--- src/rtl/alu_input_ctrl_pkg.sv ---
// Shared types and constants for the ALU input front end (alu_input_ctrl).
// Optional input synchronizer is enabled by defining ALU_IN_SYNC_EN.
package alu_in_pkg;

    localparam int unsigned OP_W   = 4;
    localparam int unsigned MODE_W = 2;

    localparam logic [OP_W-1:0] OP_0 = 4'b0001;
    localparam logic [OP_W-1:0] OP_1 = 4'b0010;
    localparam logic [OP_W-1:0] OP_2 = 4'b0100;
    localparam logic [OP_W-1:0] OP_3 = 4'b1000;

    // Encodings kept as explicit constants so they match the legacy state values.
    localparam logic [0:0] ST_IDLE     = 1'b0;
    localparam logic [0:0] ST_WAIT_REL = 1'b1;

    typedef enum logic [0:0] {
        IDLE     = ST_IDLE,
        WAIT_REL = ST_WAIT_REL
    } state_e;

    function automatic logic is_one_hot(input logic [OP_W-1:0] v);
        return ($countones(v) == 1);
    endfunction

endpackage

--- src/rtl/alu_input_ctrl_if.sv ---
// Switch/button inputs and captured-transaction outputs of alu_input_ctrl.
// slave: the front end itself; master: the board side / testbench.
interface alu_input_ctrl_if #(
    parameter int unsigned N = 2
);
    import alu_in_pkg::*;

    logic [N-1:0]      A_num;
    logic [N-1:0]      B_num;
    logic [OP_W-1:0]   operations_buttons;
    logic [MODE_W-1:0] change_mode;

    logic [N-1:0]      op_a;
    logic [N-1:0]      op_b;
    logic [OP_W-1:0]   op_sel;
    logic [MODE_W-1:0] mode;
    logic              op_valid;
    logic              op_err;
    logic              busy;

    modport master (
        output A_num, B_num, operations_buttons, change_mode,
        input  op_a, op_b, op_sel, mode, op_valid, op_err, busy
    );

    modport slave (
        input  A_num, B_num, operations_buttons, change_mode,
        output op_a, op_b, op_sel, mode, op_valid, op_err, busy
    );

endinterface

--- src/rtl/alu_input_ctrl_button_debounce.sv ---
// Single-button debouncer: stable follows raw after DEB_CYCLES consecutive
// differing samples; rise pulses one cycle on each qualified 0->1 change.
module button_debounce #(
    parameter int unsigned DEB_CYCLES = 4
) (
    input  logic clk,
    input  logic reset,
    input  logic raw,
    output logic stable,
    output logic rise
);

    localparam int unsigned CNT_W = (DEB_CYCLES > 1) ? $clog2(DEB_CYCLES) : 1;
    localparam logic [CNT_W-1:0] CNT_LAST = CNT_W'(DEB_CYCLES - 1);

    logic [CNT_W-1:0] cnt;

    always_ff @(posedge clk) begin
        if (reset) begin
            cnt    <= '0;
            stable <= 1'b0;
            rise   <= 1'b0;
        end else begin
            rise <= 1'b0;
            if (raw == stable) begin
                cnt <= '0;
            end else if (cnt == CNT_LAST) begin
                // Registered rise lines up with the stable update edge.
                stable <= raw;
                rise   <= raw;
                cnt    <= '0;
            end else begin
                cnt <= cnt + CNT_W'(1);
            end
        end
    end

endmodule

--- src/rtl/alu_input_ctrl.sv ---
// ALU input front end: debounces operation buttons, captures one transaction per press.
// Define ALU_IN_SYNC_EN to add a 2-flop synchronizer on all raw inputs.
module alu_input_ctrl
    import alu_in_pkg::*;
#(
    parameter int unsigned N          = 2,
    parameter int unsigned DEB_CYCLES = 4
) (
    input  logic             clk,
    input  logic             reset,
    alu_input_ctrl_if.slave  bus
);

    logic [N-1:0]      a_s;
    logic [N-1:0]      b_s;
    logic [OP_W-1:0]   btn_s;
    logic [MODE_W-1:0] mode_s;

`ifdef ALU_IN_SYNC_EN
    logic [N-1:0]      a_m;
    logic [N-1:0]      b_m;
    logic [OP_W-1:0]   btn_m;
    logic [MODE_W-1:0] mode_m;

    always_ff @(posedge clk) begin
        if (reset) begin
            a_m    <= '0;
            b_m    <= '0;
            btn_m  <= '0;
            mode_m <= '0;
            a_s    <= '0;
            b_s    <= '0;
            btn_s  <= '0;
            mode_s <= '0;
        end else begin
            a_m    <= bus.A_num;
            b_m    <= bus.B_num;
            btn_m  <= bus.operations_buttons;
            mode_m <= bus.change_mode;
            a_s    <= a_m;
            b_s    <= b_m;
            btn_s  <= btn_m;
            mode_s <= mode_m;
        end
    end
`else
    always_comb begin
        a_s    = bus.A_num;
        b_s    = bus.B_num;
        btn_s  = bus.operations_buttons;
        mode_s = bus.change_mode;
    end
`endif

    logic [OP_W-1:0] stable;
    logic [OP_W-1:0] rise;

    for (genvar i = 0; i < OP_W; i++) begin : g_deb
        button_debounce #(
            .DEB_CYCLES(DEB_CYCLES)
        ) u_deb (
            .clk    (clk),
            .reset  (reset),
            .raw    (btn_s[i]),
            .stable (stable[i]),
            .rise   (rise[i])
        );
    end

    state_e            state;
    logic [N-1:0]      op_a_r;
    logic [N-1:0]      op_b_r;
    logic [OP_W-1:0]   op_sel_r;
    logic [MODE_W-1:0] mode_r;
    logic              op_valid_r;
    logic              op_err_r;

    always_ff @(posedge clk) begin
        if (reset) begin
            state      <= IDLE;
            op_a_r     <= '0;
            op_b_r     <= '0;
            op_sel_r   <= '0;
            mode_r     <= '0;
            op_valid_r <= 1'b0;
            op_err_r   <= 1'b0;
        end else begin
            op_valid_r <= 1'b0;
            op_err_r   <= 1'b0;
            unique case (state)
                IDLE: begin
                    // Judge the whole stable vector, so two bits rising together is an error.
                    if (rise != '0) begin
                        if (is_one_hot(stable)) begin
                            op_sel_r   <= stable;
                            op_a_r     <= a_s;
                            op_b_r     <= b_s;
                            mode_r     <= mode_s;
                            op_valid_r <= 1'b1;
                        end else begin
                            op_err_r   <= 1'b1;
                        end
                        state <= WAIT_REL;
                    end
                end
                WAIT_REL: begin
                    if (stable == '0) begin
                        state <= IDLE;
                    end
                end
                default: state <= IDLE;
            endcase
        end
    end

    always_comb begin
        bus.op_a     = op_a_r;
        bus.op_b     = op_b_r;
        bus.op_sel   = op_sel_r;
        bus.mode     = mode_r;
        bus.op_valid = op_valid_r;
        bus.op_err   = op_err_r;
        bus.busy     = (state == WAIT_REL);
    end

endmodule

--- src/flat_wrapper.sv ---
// flat-port wrapper written by rule: the top's interface ports become plain ports
module alu_input_ctrl_flat import alu_in_pkg::*;
#(
    parameter int unsigned N          = 2,
    parameter int unsigned DEB_CYCLES = 4
)
  (clk, reset, bus_A_num, bus_B_num, bus_operations_buttons, bus_change_mode, bus_op_a, bus_op_b, bus_op_sel, bus_mode, bus_op_valid, bus_op_err, bus_busy);
  alu_input_ctrl_if #(.N(N)) bus_i ();
  input  logic clk;
  input  logic reset;
  input wire logic [$bits(bus_i.A_num)-1:0] bus_A_num;
  input wire logic [$bits(bus_i.B_num)-1:0] bus_B_num;
  input wire logic [$bits(bus_i.operations_buttons)-1:0] bus_operations_buttons;
  input wire logic [$bits(bus_i.change_mode)-1:0] bus_change_mode;
  output wire logic [$bits(bus_i.op_a)-1:0] bus_op_a;
  output wire logic [$bits(bus_i.op_b)-1:0] bus_op_b;
  output wire logic [$bits(bus_i.op_sel)-1:0] bus_op_sel;
  output wire logic [$bits(bus_i.mode)-1:0] bus_mode;
  output wire logic [$bits(bus_i.op_valid)-1:0] bus_op_valid;
  output wire logic [$bits(bus_i.op_err)-1:0] bus_op_err;
  output wire logic [$bits(bus_i.busy)-1:0] bus_busy;
  assign bus_i.A_num = bus_A_num;
  assign bus_i.B_num = bus_B_num;
  assign bus_i.operations_buttons = bus_operations_buttons;
  assign bus_i.change_mode = bus_change_mode;
  assign bus_op_a = bus_i.op_a;
  assign bus_op_b = bus_i.op_b;
  assign bus_op_sel = bus_i.op_sel;
  assign bus_mode = bus_i.mode;
  assign bus_op_valid = bus_i.op_valid;
  assign bus_op_err = bus_i.op_err;
  assign bus_busy = bus_i.busy;
  alu_input_ctrl #(.N(N), .DEB_CYCLES(DEB_CYCLES)) u_core (.clk(clk), .reset(reset), .bus(bus_i));
endmodule
--- config.mk ---
export PLATFORM = sky130hd
export DESIGN_NAME = alu_input_ctrl_flat
export DESIGN_NICKNAME = d
export VERILOG_FILES = /design/src/rtl/alu_input_ctrl_pkg.sv /design/src/rtl/alu_input_ctrl_if.sv /design/src/rtl/alu_input_ctrl_button_debounce.sv /design/src/rtl/alu_input_ctrl.sv /design/src/flat_wrapper.sv
export SDC_FILE = /design/constraint.sdc
export NUM_CORES = 1
export LEC_CHECK = 0
export CAP_MARGIN = 15
export CORE_ASPECT_RATIO = 1.2
export CORE_MARGIN = 10
export CORE_UTILIZATION = 30
export CTS_BUF_LIST = sky130_fd_sc_hd__clkbuf_4 sky130_fd_sc_hd__clkbuf_8
export DETAILED_ROUTE_END_ITERATION = 16
export SLEW_MARGIN = 20
export SYNTH_ARGS = -nofsm -noshare
export SYNTH_HDL_FRONTEND = slang
export SYNTH_HIERARCHICAL = 1
export SYNTH_SLANG_ARGS = --single-unit
export TNS_END_PERCENT = 1
--- constraint.sdc ---
create_clock -name clk -period 3.1 [get_ports clk]
set_clock_uncertainty 0.15 [all_clocks]
set_input_delay 0.465 -clock clk [delete_from_list [all_inputs] [get_ports clk]]
set_output_delay 0.465 -clock clk [all_outputs]
set_load 0.01 [all_outputs]
==> reports/metrics.cfg, run 1 <==
[sta]
fin_setup_tns_ns = 0
hold_ws_ns = 0.2803
fin_crit_sh_pct = 86.82
slew_violations = 0
slew_headroom_pct = 73.09
rsz0062_at_grt = no
min_period_ns = 2.691
worst_pin_slew_ns = 0.3999
setup_viol = 0
max_freq_mhz = 371.6
finalHoldViolCount = 0

[die]
coreArea_um2 = 3973
die_h_um = 90.39
io_pins = 25
rows = 25
initial_utilization_pct = 31.18
dieArea_um2 = 7110
die_width_um = 78.66

[place]
placed_cell_area_um2 = 1550
io_buffers = 24
gp_congestion = 0.7670
dpl.hpwl_um = 1687

[route]
wire_per_inst_um = 11.97
detail-route-antenna-nets = 0
vias = 837
drtIter0Drc = 20
drtPass1Iterations = 4
drc = 0
wl_um = 2310
viasPerCell = 4.337

[critical_path]
max_stage_delay_ns = 0.51
cp_slowest_cell = fa_1
required_ns = 3.15
worst-r2r-setup-slack_ns = 0.41
reg2reg_depth = 9
crit_chain = inv_1 > fa_1 > inv_1 > ha_1 > ha_1 > or3b_4 > nor3_2 > buf_4 > mux2i_1
cp-end-kind = flip-flop
cp_max_fo = 10
cp.arrival_ns = 2.74
crit_path_start_kind = flip-flop
path_class = reg -> reg

[cells_and_area]
area_growth_pct = 32.42
n_antenna_cell = 0
fin_util_pct = 41.29
design_area_um2 = 1640
drive_gt1_share_pct = 15.11
layout_commonest_cell = dfxtp_1
nets = 159
layout_common_cells = dfxtp_1 (29), clkdlybuf4s50_1 (24), nand2b_1 (20), mux2i_1 (14), ha_1 (7)

[power_and_ir_drop]
power_mw = 0.7346
p_int_mw = 0.5910
power_frac_seq_pct = 52.0
ir_drop_mv = 0.2221
power_density_nw_per_um2 = 447.9
switching_share_pct = 19.55
p_comb_share_pct = 6.2
net-switching-power_mw = 0.1436
clkPwrFrac_pct = 41.8
p_leak_nw = 0.6022

[yosys]
ys_ff_latch = 29
yosys_warnings = 6
ys_types = 20
synth.yosys.seq_area_share_pct = 46.87
synth_area_um2 = 1239
avgSynthCellArea_um2 = 11.47
syn_inst = 108
syn-num-nets = 128

[global_route]
grt_antenna_before_repair = 0
track_usage_pct = 6.556
grt_max_degree = 40
first_global_vias = 815
grt_first_pass_wirelength_um = 3691
grt-ovfl-total = 0

[clock_tree]
cts-root-buf = clkbuf_8
cts.clk_slew.worst_paths_ns = 0.06
cts_max_path_buffers = 2
h-tree-depth = 2
post_cts_hold_buffer_count = 0
cts_tree = built
numCtsBuffers = 5
cts.sinks = 29
clkLatencyLatePin_ns = 0.27
cts_setup_buffers = 0
ctsResizeCount = 0

[run]
maxCapViolations = 0

[min_path]
holdPathStages = 1
hold_class = reg -> reg

[run_status]
outcome = complete, no violations

==> synth_stat cells <==
| cell type | instances | area, µm² |
|---|---|---|
| a21oi_1 | 1 | 5.000 |
| and4bb_2 | 4 | 50.05 |
| buf_6 | 1 | 11.26 |
| clkbuf_1 | 2 | 7.510 |
| dfxtp_1 | 29 | 580.6 |
| fa_1 | 1 | 20.02 |
| ha_1 | 7 | 87.58 |
| inv_1 | 6 | 22.52 |
| mux2i_1 | 14 | 140.1 |
| nand2b_1 | 20 | 125.1 |
| nor2_1 | 4 | 15.01 |
| nor3_1 | 1 | 5.000 |
| nor3_2 | 1 | 10.01 |
| nor3b_1 | 1 | 7.510 |
| nor4_1 | 5 | 31.28 |
| nor4b_2 | 4 | 60.06 |
| o31ai_1 | 1 | 7.510 |
| or2_2 | 1 | 6.260 |
| or3b_4 | 1 | 11.26 |
| xnor2_1 | 4 | 35.03 |
==> power groups by stage <==
stage	sequential, mW	clock, mW	combinational (mW)
finish	0.382	0.307	0.0456
global route	0.382	0.334	0.0499
CTS	0.382	0.319	0.0461
detailed placement	0.390	0	0.0456
global placement	0.390	0	0.0445
floorplan	0.389	0	0.0222
==> through the flow <==
stage                     setup slack (ns)  instances
after floorplan                     0.5783        108
after global placement              0.4669        186
after detailed placement            0.3982        186
after CTS                           0.3838        193
after global routing                0.2403        193
final                               0.4086        193
==> critical path: cells and delay by family, from the launching register on <==
family	cells	cell delay (ns)
flip-flops	1	0.41
AND/OR/NAND/NOR	2	0.51
adder cells (fa/ha/maj)	3	0.95
buffers and inverters	3	0.38
multiplexers	1	0.21
==> sequential cells by signal, indices dropped and copies added, names as in the netlist <==
register,flops
u_core/bus.busy,1
u_core/g_deb.u_deb/cnt,8
u_core/g_deb.u_deb/stable,4
u_core/bus.op_sel,4
u_core/bus.op_valid,1
u_core/bus.mode,2
u_core/bus.op_b,2
u_core/bus.op_a,2
u_core/bus.op_err,1
u_core/g_deb.u_deb/rise,4
==> cell families (layout without fill, tap and decap cells) <==
kind of cell | Yosys count | after routing | share of synthesized area, %
flip-flops | 29 | 29 | 46.87
adder cells (fa/ha/maj) | 8 | 8 | 8.687
multiplexers | 14 | 14 | 11.31
buffers and inverters | 9 | 40 | 3.333
AO/OA/AOI/OAI | 2 | 2 | 1.010
AND/OR/NAND/NOR | 42 | 42 | 25.96
XOR/XNOR | 4 | 4 | 2.828
==> worst paths after layout <==
path	endpoint	start
worst max register to register	u_core/bus.op_b[1]	u_core/g_deb[1].u_deb/stable
worst max-delay path	u_core/bus.op_b[1]	u_core/g_deb[1].u_deb/stable
worst min-delay path	u_core/g_deb[2].u_deb/cnt[0]	u_core/g_deb[2].u_deb/cnt[0]
worst min register to register	u_core/g_deb[2].u_deb/cnt[0]	u_core/g_deb[2].u_deb/cnt[0]
==> layer usage <==
metal,GRT usage (%),routed length [µm],up-vias
met5,0,0,-
met2,9.478,1068,25
met4,4.940,52,0
li1,-,-,433
met1,7.106,1007,375
met3,3.287,182,4
==> area by class of cell <==
type	count	area [µm²]
fillers	411	2332
multi-input cells	70	616.8
clock buffers	7	90.09
well taps	54	67.56
inverters	6	22.52
repair buffers	27	262.8
flip-flops and latches	29	580.6
Note: power is estimated with default switching activity, not from simulation.
==> run 2, diff against run 1 <==
CAP_MARGIN = not set   (was 15)
==> results of run 2 <==
Same layout as run 1: the final DEF is identical, and so are final timing and power.
==> run 3, diff against run 2 <==
CAP_MARGIN = 0   (was not set)
==> results of run 3 <==
Same layout as run 1: the final DEF is identical, and so are final timing and power.
